<file path="src/rtl/simple_fpga_cvs_pkg.sv">
// Shared constants for the board bring-up block: oscillator rate and the
// default LED-blink divide.
package simple_fpga_cvs_pkg;

    localparam int CLK_HZ          = 300_000_000;
    localparam int HALF_PERIOD_DEF = 100_000_000;
    localparam int CNT_W_DEF       = $clog2(HALF_PERIOD_DEF + 1);
    localparam int N_IN            = 5;

endpackage

</file>
<file path="src/rtl/simple_fpga_cvs_clk_divider.sv">
// Square-wave divider: output flips every HALF_PERIOD rising edges, driven
// straight from a flop so it is glitch-free (a logic signal, not a clock).
module clk_divider #(
    parameter int HALF_PERIOD = 100_000_000,
    parameter int CNT_W       = $clog2(HALF_PERIOD + 1)
) (
    input  logic clk,
    input  logic reset,
    output logic out
);

    localparam logic [CNT_W-1:0] TERM = CNT_W'(HALF_PERIOD - 1);

    logic [CNT_W-1:0] cnt;

    always_ff @(posedge clk) begin
        if (reset) begin
            cnt <= '0;
            out <= 1'b0;
        end else if (cnt == TERM) begin
            cnt <= '0;
            out <= ~out;
        end else begin
            cnt <= cnt + CNT_W'(1);
        end
    end

endmodule

</file>
<file path="src/rtl/simple_fpga_cvs_diff_clk_buf.sv">
// Differential oscillator input buffer. Behaviourally the core clock is the
// P leg; a vendor primitive replaces this body in implementation.
module diff_clk_buf (
    input  logic clk_p,
    input  logic clk_n,
    output logic clk
);

    logic unused_clk_n;

    assign unused_clk_n = clk_n;
    assign clk          = clk_p;

endmodule

</file>
<file path="src/rtl/simple_fpga_cvs.sv">
// Board bring-up top: four combinational switch-to-LED mappings plus a slow
// blink derived from the 300 MHz differential oscillator.
module simple_fpga_cvs
    import simple_fpga_cvs_pkg::*;
#(
    parameter int HALF_PERIOD = HALF_PERIOD_DEF,
    parameter int CNT_W       = $clog2(HALF_PERIOD + 1)
) (
    input  logic in [N_IN-1:0],
    output logic in0_out,
    output logic in0_and_in1_out,
    output logic in0_or_in1_out,
    output logic not_in2_out,
    input  logic osc_300_pn [1:0],
    output logic clk_1point5hz,
    input  logic reset
);

    logic clk_sys;
    logic unused_in;

    // in[3] and in[4] are spare switches with no function
    assign unused_in       = in[3] ^ in[4];

    assign in0_out         = in[0];
    assign in0_and_in1_out = in[0] & in[1];
    assign in0_or_in1_out  = in[0] | in[1];
    assign not_in2_out     = ~in[2];

    diff_clk_buf u_clk_buf (
        .clk_p (osc_300_pn[0]),
        .clk_n (osc_300_pn[1]),
        .clk   (clk_sys)
    );

    clk_divider #(
        .HALF_PERIOD (HALF_PERIOD),
        .CNT_W       (CNT_W)
    ) u_div (
        .clk   (clk_sys),
        .reset (reset),
        .out   (clk_1point5hz)
    );

endmodule

</file>
<file path="config.mk">
export PLATFORM = sky130hd
export DESIGN_NAME = simple_fpga_cvs
export DESIGN_NICKNAME = d
export VERILOG_FILES = /design/src/rtl/simple_fpga_cvs_pkg.sv /design/src/rtl/simple_fpga_cvs_clk_divider.sv /design/src/rtl/simple_fpga_cvs_diff_clk_buf.sv /design/src/rtl/simple_fpga_cvs.sv
export SDC_FILE = /design/constraint.sdc
export NUM_CORES = 1
export LEC_CHECK = 0
export CAP_MARGIN = 10
export CORE_UTILIZATION = 46
export DETAILED_ROUTE_END_ITERATION = 8
export PLACE_DENSITY_LB_ADDON = 0.1
export SKIP_LAST_GASP = 1
export SLEW_MARGIN = 30
export SYNTH_ARGS = -nofsm -noshare
export SYNTH_HDL_FRONTEND = slang
export SYNTH_HIERARCHICAL = 1
export SYNTH_SLANG_ARGS = --single-unit
</file>
<file path="constraint.sdc">
create_clock -name osc_300_pn -period 2 [get_ports osc_300_pn]
set_input_delay 0.4 -clock osc_300_pn [delete_from_list [all_inputs] [get_ports osc_300_pn]]
set_output_delay 0.4 -clock osc_300_pn [all_outputs]
set_load 0.05 [all_outputs]
</file>
==> results of run 1 <==
worst paths after layout:
path         slack [ns]             to
min reg2reg        0.50  u_div/cnt[26]
max reg2reg       -0.06  u_div/cnt[14]
max               -0.06  u_div/cnt[14]
min                0.50  u_div/cnt[26]
kinds of logic (layout without fill, tap and decap cells):
kind of cell / count (synthesis) / after routing / share of synthesized area (%)
adder cells (fa/ha/maj): 1 / 1 / 0.904
AND/OR/NAND/NOR: 82 / 82 / 33.1
AO/OA/AOI/OAI: 26 / 26 / 12.1
buffers and inverters: 13 / 45 / 5.15
XOR/XNOR: 13 / 13 / 8.23
flip-flops: 28 / 28 / 40.5
layout make-up:
class | instances | area [um2]
sequential | 28 | 563
tap | 31 | 38.8
fill | 241 | 968
inverter | 3 | 11.3
multi-input combinational | 122 | 782
timing repair buffer | 38 | 389
clock buffer | 3 | 22.5
clock inverter | 1 | 30.0
report_power, final:
group	internal [mW]	switching, mW
registers	0.563	0.00254
logic	0.0516	0.0465
clock network	0.203	0.169
timing repair:
action / CTS / global route
endpoints found under the setup margin: 26 / 26
pin swaps: 0 / 2
hold buffers: 0 / 0
setup buffers: 2 / 2
cloned: 0 / 1
gates resized for setup: 1 / 11
worst max-delay path: cells and delay by family (launching register included):
| kind | cells | cell delay [ns] |
|---|---|---|
| AO/OA/AOI/OAI | 1 | 0.21 |
| buffers and inverters | 2 | 0.31 |
| flip-flops | 1 | 0.35 |
| AND/OR/NAND/NOR | 3 | 1.10 |
sequential cells by signal, indices dropped and copies added, names as in the netlist:
| name | count |
|---|---|
| u_div/cnt | 27 |
| u_div/out | 1 |
per-stage QoR:
stage	setup WS [ns]	area, um2
floorplan	-0.0194	1390
global placement	0.0209	1690
detailed placement	-0.00933	1690
CTS	-0.0129	1760
global route	-0.108	1840
finish	-0.0597	1840
per-layer routing:
layer / vias up / wire length (um) / part of all wire, %
met2: 31 / 1600 / 49
met4: 0 / 60 / 1.8
met5: - / 0 / 0
li1: 660 / - / -
met1: 636 / 1510 / 46
met3: 6 / 116 / 3.5
cell usage after synthesis, types with 2 or more instances:
cell      instances
buf_6             2
o31ai_1           7
or3_1             7
nand4_1          10
o21ai_0           5
nor3_1            2
inv_1             3
xnor2_1           3
clkbuf_1          6
or4_1             9
and3_1            4
a21oi_1          12
nand2_1           9
dfxtp_1          28
buf_4             2
nand3_1          13
xor2_1           10
nor4_1            2
nor2_1           18
==> impl_metrics.py, run 1 <==
metrics = {
    "status": {
        "status": "finished with violations",
        "violations": "DRC, setup timing",
    },
    "synthesis": {
        "syn-num-nets": 172,
        "yosys-top-cells-area": "dfxtp_1 (41%), xor2_1 (6.3%), nor2_1 (4.9%)",
        "synth.distinct_cells": 30,
        "synthCells": 163,
        "synth-edff-count": 0,
        "synth_top_area_share_pct": 40.5,
        "synthFlopType": "dfxtp_1",
        "synth_seq_cells": 28,
        "yosys.area.top_type": "dfxtp_1",
        "seq_area_frac_synth_pct": 40.5,
        "ys_warn_count": 6,
        "synth_area_per_cell_um2": 8.49,
        "synth_area_um2": 1380,
        "async_reset_ff_share_pct": 0,
    },
    "critical_path": {
        "cp-start-kind": "register",
        "cp-startpoint": "u_div/cnt[19]",
        "worst-path-max-fanout": 9,
        "crit_chain": "or4_4 -> or4_4 -> o31ai_4 -> buf_4 -> clkbuf_16 -> nor2_1",
        "crit_path_frequent_cell": "or4_4",
        "slowest_stage": "or4_4",
        "arrival_ns": 2.30,
        "max_stage_delay_ns": 0.55,
        "rr_worst_depth": 6,
        "end_kind": "register",
        "r2r_start": "u_div/cnt[19]",
        "path_class": "register to register",
        "crit_required_ns": 2.24,
    },
    "global_routing": {
        "grt_max_degree": 20,
        "grt_pass1_vias": 1262,
        "grtUsageMet2_pct": 34.5,
        "met1_usage_pct": 28.0,
        "grt_first_pass_wirelength_mm": 5.40,
        "overflow": 0,
        "antenna_found_initial": 0,
        "grtUsageTotal_pct": 21.3,
        "grt_use_met3_pct": 3.23,
        "busiest_layer": "met2",
    },
    "floorplanning": {
        "die_h_um": 56.9,
        "io-pin-count": 13,
        "rows": 19,
        "core_um2": 2810,
        "initial_core_util_pct": 49.3,
        "die_x_um": 56.9,
        "dieArea_um2": 3230,
    },
    "power": {
        "p_per_area_nw_per_um2": 564,
        "power_mw": 1.04,
        "vdd_ir_drop_max_uv": 360,
        "p_leak_nw": 0.651,
    },
    "timing": {
        "finalHoldViolations": 0,
        "relSlewSlack_pct": 61.6,
        "period_share_pct": 103,
        "setup_tns_ns": -0.726,
        "fmax_mhz": 486,
        "finClkSkew_ns": 0.00353,
        "setup_viol": 25,
        "whs_ns": 0.501,
        "rsz0062_at_grt": "yes",
        "fin_ws_ns": -0.0597,
        "report.final.slew_viol_count": 0,
        "period_needed_ns": 2.06,
        "worst_pin_slew_ns": 0.571,
    },
    "place": {
        "hpwlAfterDp_mm": 2.32,
        "portBuffers": 9,
        "gp_congestion": 0.826,
        "placed_cells": 217,
    },
    "finish": {
        "layout_commonest_cell": "dfxtp_1",
        "postLayoutCoreUtil_pct": 65.5,
        "syn2layout_area_growth_pct": 32.7,
        "diodes": 0,
        "final_cell_mix": "dfxtp_1 (26), buf_4 (25), nor2_1 (18)",
        "instances_no_fill": 226,
        "nets": 205,
        "drive_gt1_share_pct": 26.7,
    },
    "min_path": {
        "worstHoldPathType": "register to register",
        "hold_path_startpoint": "u_div/cnt[26]",
        "hold_depth": 2,
    },
    "detailed_routing": {
        "firstDrtPassIters": 8,
        "wirelength_mm": 3.29,
        "ant_nets": 0,
        "wl_per_cell_um": 14.5,
        "viasPerCell": 5.90,
        "drtIter0Drc": 68,
        "post-route-drc-count": 2,
        "vias": 1333,
    },
    "clocking": {
        "cts_buffer_depth": 2,
        "path_clk_slew_ns": 0.15,
        "tritoncts": "built",
        "cts_root_buffer": "clkbuf_4",
        "insertion_delay_ns": 0.33,
        "cts_buffers": 3,
        "clkSinkCount": 28,
        "h-tree-depth": 1,
    },
    "job": {
        "drv_cap": 0,
    },
}
No activity file was read; power rests on OpenSTA's default activity.
==> run 2, diff against run 1 <==
Settings changed: CORE_ASPECT_RATIO from default to 1.75, GPL_TIMING_DRIVEN from default to 1.
==> run 2 against run 1 <==
  * The run ends with setup timing left
  * Sequential share of layout area rose by 2.3 points
  * Count of clock-buffer cells in the layout rose by 1
  * Maximum frequency rose by 1.3%
  * First-iteration DRC count fell by 53%
==> impl_metrics.py, run 2 (synthesis gave the netlist of run 1 again) <==
metrics = {
    "critical_path": {
        "crit_required_ns": 2.21,
        "crit_buf_inv": 0,
        "end_kind": "register",
        "slowest_stage": "or4_4",
        "crit_chain": "or4_1 -> or4_4 -> or4_1 -> a21oi_1",
        "cp-start-kind": "register",
        "arrival_ns": 2.25,
        "path_class": "register to register",
        "max_stage_delay_ns": 0.57,
        "r2r_slack_ns": -0.03,
        "worst-path-max-fanout": 4,
        "crit_family": "simple AND/OR/NAND/NOR gates",
        "crit_path_frequent_cell": "or4_1",
    },
    "place": {
        "gp_congestion": 0.811,
        "hpwlAfterDp_mm": 2.50,
        "place_area_um2": 1650,
        "post-place-ws_ns": -0.0139,
        "portBuffers": 9,
    },
    "finish": {
        "drive_gt1_share_pct": 19.8,
        "syn2layout_area_growth_pct": 23.8,
        "layout_commonest_cell": "dfxtp_1",
        "final_cell_mix": "dfxtp_1 (25), buf_4 (19), nor2_1 (18)",
        "regMostFlops": "u_div/cnt",
        "top_regs": "u_div/cnt x27, u_div/out x1",
        "diodes": 0,
        "nets": 197,
        "largest_reg_flops": 27,
        "final_area_um2": 1710,
        "postLayoutCoreUtil_pct": 59.2,
    },
    "timing": {
        "setup_tns_ns": -0.0379,
        "period_needed_ns": 2.03,
        "report.final.slew_viol_count": 0,
        "period_share_pct": 102,
        "relSlewSlack_pct": 61.2,
        "rsz0062_at_grt": "yes",
        "finClkSkew_ns": 0.00239,
        "worst_pin_slew_ns": 0.576,
        "fmax_mhz": 492,
        "setup_viol": 3,
        "fin_ws_ns": -0.0331,
        "finalHoldViolations": 0,
    },
    "detailed_routing": {
        "wl_per_cell_um": 14.9,
        "wirelength_mm": 3.20,
        "drtIter0Drc": 32,
        "viasPerCell": 6.08,
        "ant_nets": 0,
        "vias": 1307,
        "post-route-drc-count": 0,
        "firstDrtPassIters": 4,
    },
    "clocking": {
        "path_clk_slew_ns": 0.09,
        "cts_buffers": 3,
        "cts_root_buffer": "clkbuf_8",
        "clkSinkCount": 28,
        "insertion_delay_ns": 0.27,
        "h-tree-depth": 1,
        "tritoncts": "built",
        "cts_setup_buffers": 0,
        "cts_buffer_depth": 2,
    },
    "status": {
        "status": "finished with violations",
        "violations": "setup timing",
    },
    "floorplanning": {
        "die_h_um": 74.6,
        "io-pin-count": 13,
        "die_x_um": 43.5,
        "dieArea_um2": 3240,
        "core_um2": 2900,
        "initial_core_util_pct": 47.8,
        "rows": 26,
    },
    "power": {
        "vdd_ir_drop_max_uv": 514,
        "power_mw": 0.998,
        "p_leak_nw": 0.597,
        "p_per_area_nw_per_um2": 583,
    },
    "global_routing": {
        "overflow": 0,
        "antenna_found_initial": 0,
        "grt_pass1_vias": 1288,
        "grtUsageTotal_pct": 22.0,
        "grt_max_degree": 16,
        "grt_first_pass_wirelength_mm": 5.40,
    },
    "min_path": {
        "worstHoldPathType": "register to register",
    },
    "job": {
        "drv_cap": 0,
    },
}
-- run 2: cell count changes in the layout (fill, tap and decap cells not counted), sizes merged --
cell / previous run / this run
buf: 32 / 25
bufinv: 1 / 0
-- run 2: through the flow --
stage,hold WS [ns],instances
floorplan,0.447,163
global placement,0.467,211
detailed placement,0.481,211
CTS,0.495,215
global route,0.504,215
finish,0.461,215
-- run 2: final timing paths --
check,to,cells after the start,startpoint
hold / removal,u_div/cnt[0],1,u_div/cnt[0]
setup reg to reg,u_div/out,4,u_div/cnt[19]
setup / recovery,u_div/out,4,u_div/cnt[19]
hold reg to reg,u_div/cnt[0],1,u_div/cnt[0]
-- run 2: what timing repair did --
action,4_1_cts,5_1_grt
gates resized for setup,2,2
cloned,0,0
hold buffers,0,0
setup endpoints to repair,14,26
pin swaps,0,0
-- run 2: layer usage --
| metal | GRT usage (%) | routed length (um) |
|---|---|---|
| met4 | 10.4 | 62 |
| met5 | 0 | 0 |
| met1 | 22.3 | 1260 |
| met3 | 2.18 | 35 |
| met2 | 43.1 | 1840 |
-- run 2: layout make-up --
cell class                      instances  area, um2
Fill cell                             267       1180
Inverter                                3       11.3
Clock buffer                            4       55.1
Tap cell                               28       35.0
Multi-Input combinational cell        122        752
Timing Repair Buffer                   30        295
Sequential cell                        28        564
-- run 2: report_power, final --
group	total (mW)	switching, mW	internal [mW]
Combinational	0.0813	0.0407	0.0406
Sequential	0.567	0.00433	0.562
Clock	0.350	0.174	0.176
==> run 3, diff against run 2 <==
Clock period 2 ns to 2.32 ns, I/O delays scaled along.
==> run 3 against run 2 <==
  * The run now ends clean
  * Via count shrank 8.7%
  * Die area is the same
  * First-iteration DRC count grew 41%
  * Clock power shrank 15%
  * Combinational power shrank 27%
  * Global-route usage shrank 2.2 points
  * Register-to-register slack gained 0.25 ns
  * Worst setup slack gained 0.25 ns
  * Worst hold slack gained 0.026 ns
  * Wire length shrank 11%
  * Core utilization shrank 5.1 points
  * Critical path depth is the same
  * Critical endpoint unchanged
  * Largest cell class unchanged
==> impl_metrics.py, run 3 (synthesis gave the netlist of run 1 again) <==
metrics = {
    "status": {
        "status": "finished clean",
    },
    "detailed_routing": {
        "wirelength_mm": 2.86,
        "viasPerCell": 6.06,
        "post-route-drc-count": 0,
        "firstDrtPassIters": 4,
        "drtIter0Drc": 45,
        "ant_nets": 0,
        "vias": 1193,
        "wl_per_cell_um": 14.5,
    },
    "clocking": {
        "path_clk_slew_ns": 0.09,
        "h-tree-depth": 1,
        "cts_setup_buffers": 0,
        "tritoncts": "built",
        "clkSinkCount": 28,
        "cts_root_buffer": "clkbuf_8",
        "cts_buffer_depth": 2,
        "ctsResizeCount": 0,
        "cts_buffers": 3,
        "hold_buffers": 0,
        "insertion_delay_ns": 0.27,
    },
    "min_path": {
        "worstHoldPathType": "register to register",
        "whs_endpoint": "u_div/out",
        "hold_path_startpoint": "u_div/out",
        "hold_depth": 2,
    },
    "timing": {
        "period_share_pct": 90.7,
        "relSlewSlack_pct": 61.2,
        "setup_viol": 0,
        "period_needed_ns": 2.10,
        "report.final.slew_viol_count": 0,
        "rsz0062_at_grt": "no",
        "setup_tns_ns": 0,
        "finClkSkew_ns": 0.00362,
        "worst_pin_slew_ns": 0.577,
        "fmax_mhz": 475,
        "finalHoldViolations": 0,
    },
    "power": {
        "seq_power_share_pct": 57.9,
        "switching_share_pct": 21.5,
        "p_int_mw": 0.665,
        "p_per_area_nw_per_um2": 541,
        "vdd_ir_drop_max_uv": 456,
        "p_leak_nw": 0.506,
        "power_mw": 0.847,
        "p_clk_share_pct": 35.1,
        "p_comb_share_pct": 7.0,
        "power_switching_mw": 0.182,
    },
    "critical_path": {
        "max_stage_delay_ns": 0.57,
        "crit_chain": "or4_1 -> or4_4 -> or4_1 -> a21oi_1",
        "r2r_slack_ns": 0.22,
        "crit_buf_inv": 0,
        "cp-start-kind": "register",
        "crit_family": "simple AND/OR/NAND/NOR gates",
        "worst-path-max-fanout": 7,
        "r2r-end": "u_div/out",
        "rr_worst_depth": 4,
        "slowest_stage": "or4_4",
        "r2r_start": "u_div/cnt[17]",
        "arrival_ns": 2.31,
        "end_kind": "register",
        "crit_path_frequent_cell": "or4_1",
        "path_class": "register to register",
        "crit_required_ns": 2.53,
    },
    "finish": {
        "fillers": 269,
        "nets": 179,
        "top_regs": "u_div/cnt x27, u_div/out x1",
        "diodes": 0,
        "layout_commonest_cell": "dfxtp_1",
        "largest_reg_flops": 27,
        "final_area_um2": 1570,
        "syn2layout_area_growth_pct": 13.2,
        "drive_gt1_share_pct": 9.47,
        "regMostFlops": "u_div/cnt",
        "final_cell_mix": "dfxtp_1 (28), nor2_1 (18), nand3_1 (13)",
    },
    "floorplanning": {
        "rows": 26,
        "dieArea_um2": 3240,
        "initial_core_util_pct": 47.8,
        "io-pin-count": 13,
        "core_um2": 2900,
        "die_h_um": 74.6,
        "die_x_um": 43.5,
    },
    "global_routing": {
        "overflow": 0,
        "grtUsageTotal_pct": 19.7,
        "grt_first_pass_wirelength_mm": 4.91,
        "grt_max_degree": 20,
        "antenna_found_initial": 0,
        "grt_pass1_vias": 1110,
    },
    "job": {
        "drv_cap": 0,
    },
    "place": {
        "hpwlAfterDp_mm": 2.14,
        "portBuffers": 9,
        "gp_congestion": 0.778,
        "place_area_um2": 1510,
    },
}
run 3: cell types whose count changed in the layout (fill, tap and decap cells not counted):
cell,delta
dfxtp_2,-3
buf_6,-2
dfxtp_1,+3
buf_4,-16
run 3: layout make-up:
cell class                      instances  area (um2)  share of cell area (%)
Inverter                                3        11.3                   0.719
Multi-Input combinational cell        122         752                    48.0
Sequential cell                        28         561                    35.8
Tap cell                               28        35.0                    2.24
Clock buffer                            4        55.1                    3.51
Timing Repair Buffer                   12         153                    9.74
run 3: power by group through the flow:
stage                     combinational (mW)  clock [mW]  sequential [mW]
after global routing                  0.0635       0.330            0.492
after CTS                             0.0609       0.305            0.490
after detailed placement              0.0608           0            0.502
final                                 0.0597       0.297            0.490
after floorplan                       0.0344      0.0966            0.500
after global placement                0.0591           0            0.501
run 3: layer usage:
| layer | GRT usage (%) | wire, um | up-vias |
|---|---|---|---|
| met5 | 0 | 0 | - |
| met4 | 6.25 | 25 | 0 |
| met3 | 2.18 | 48 | 2 |
| met2 | 36.5 | 1580 | 11 |
| met1 | 23.3 | 1200 | 574 |
| li1 | - | - | 606 |
run 3: worst max-delay path by stage:
stage                  startpoint  slack [ns]  cells after the start            end
detailed placement  u_div/cnt[17]        0.24                      5  u_div/cnt[25]
global placement    u_div/cnt[17]        0.28                      5  u_div/cnt[25]
finish              u_div/cnt[17]        0.22                      4      u_div/out
CTS                 u_div/cnt[17]        0.21                      4      u_div/out
global route         u_div/cnt[8]        0.11                      4  u_div/cnt[26]
floorplan           u_div/cnt[19]        0.29                      5  u_div/cnt[25]
run 3: metrics by stage:
step	utilization, %	hold slack, ns	instances	worst slack, ns
3_5_place_dp	52.2	0.476	193	0.240
3_3_place_gp	52.2	0.464	193	0.278
5_1_grt	54.1	0.518	197	0.105
6_report	54.1	0.488	197	0.216
2_1_floorplan	-	0.447	163	0.294
4_1_cts	54.1	0.494	197	0.211
run 3: tightest hold or removal path, cell delays in order, from the launching register on:
cell and delay [ns]:
dfxtp_1 0.33, o31ai_1 0.06, a21oi_1 0.06
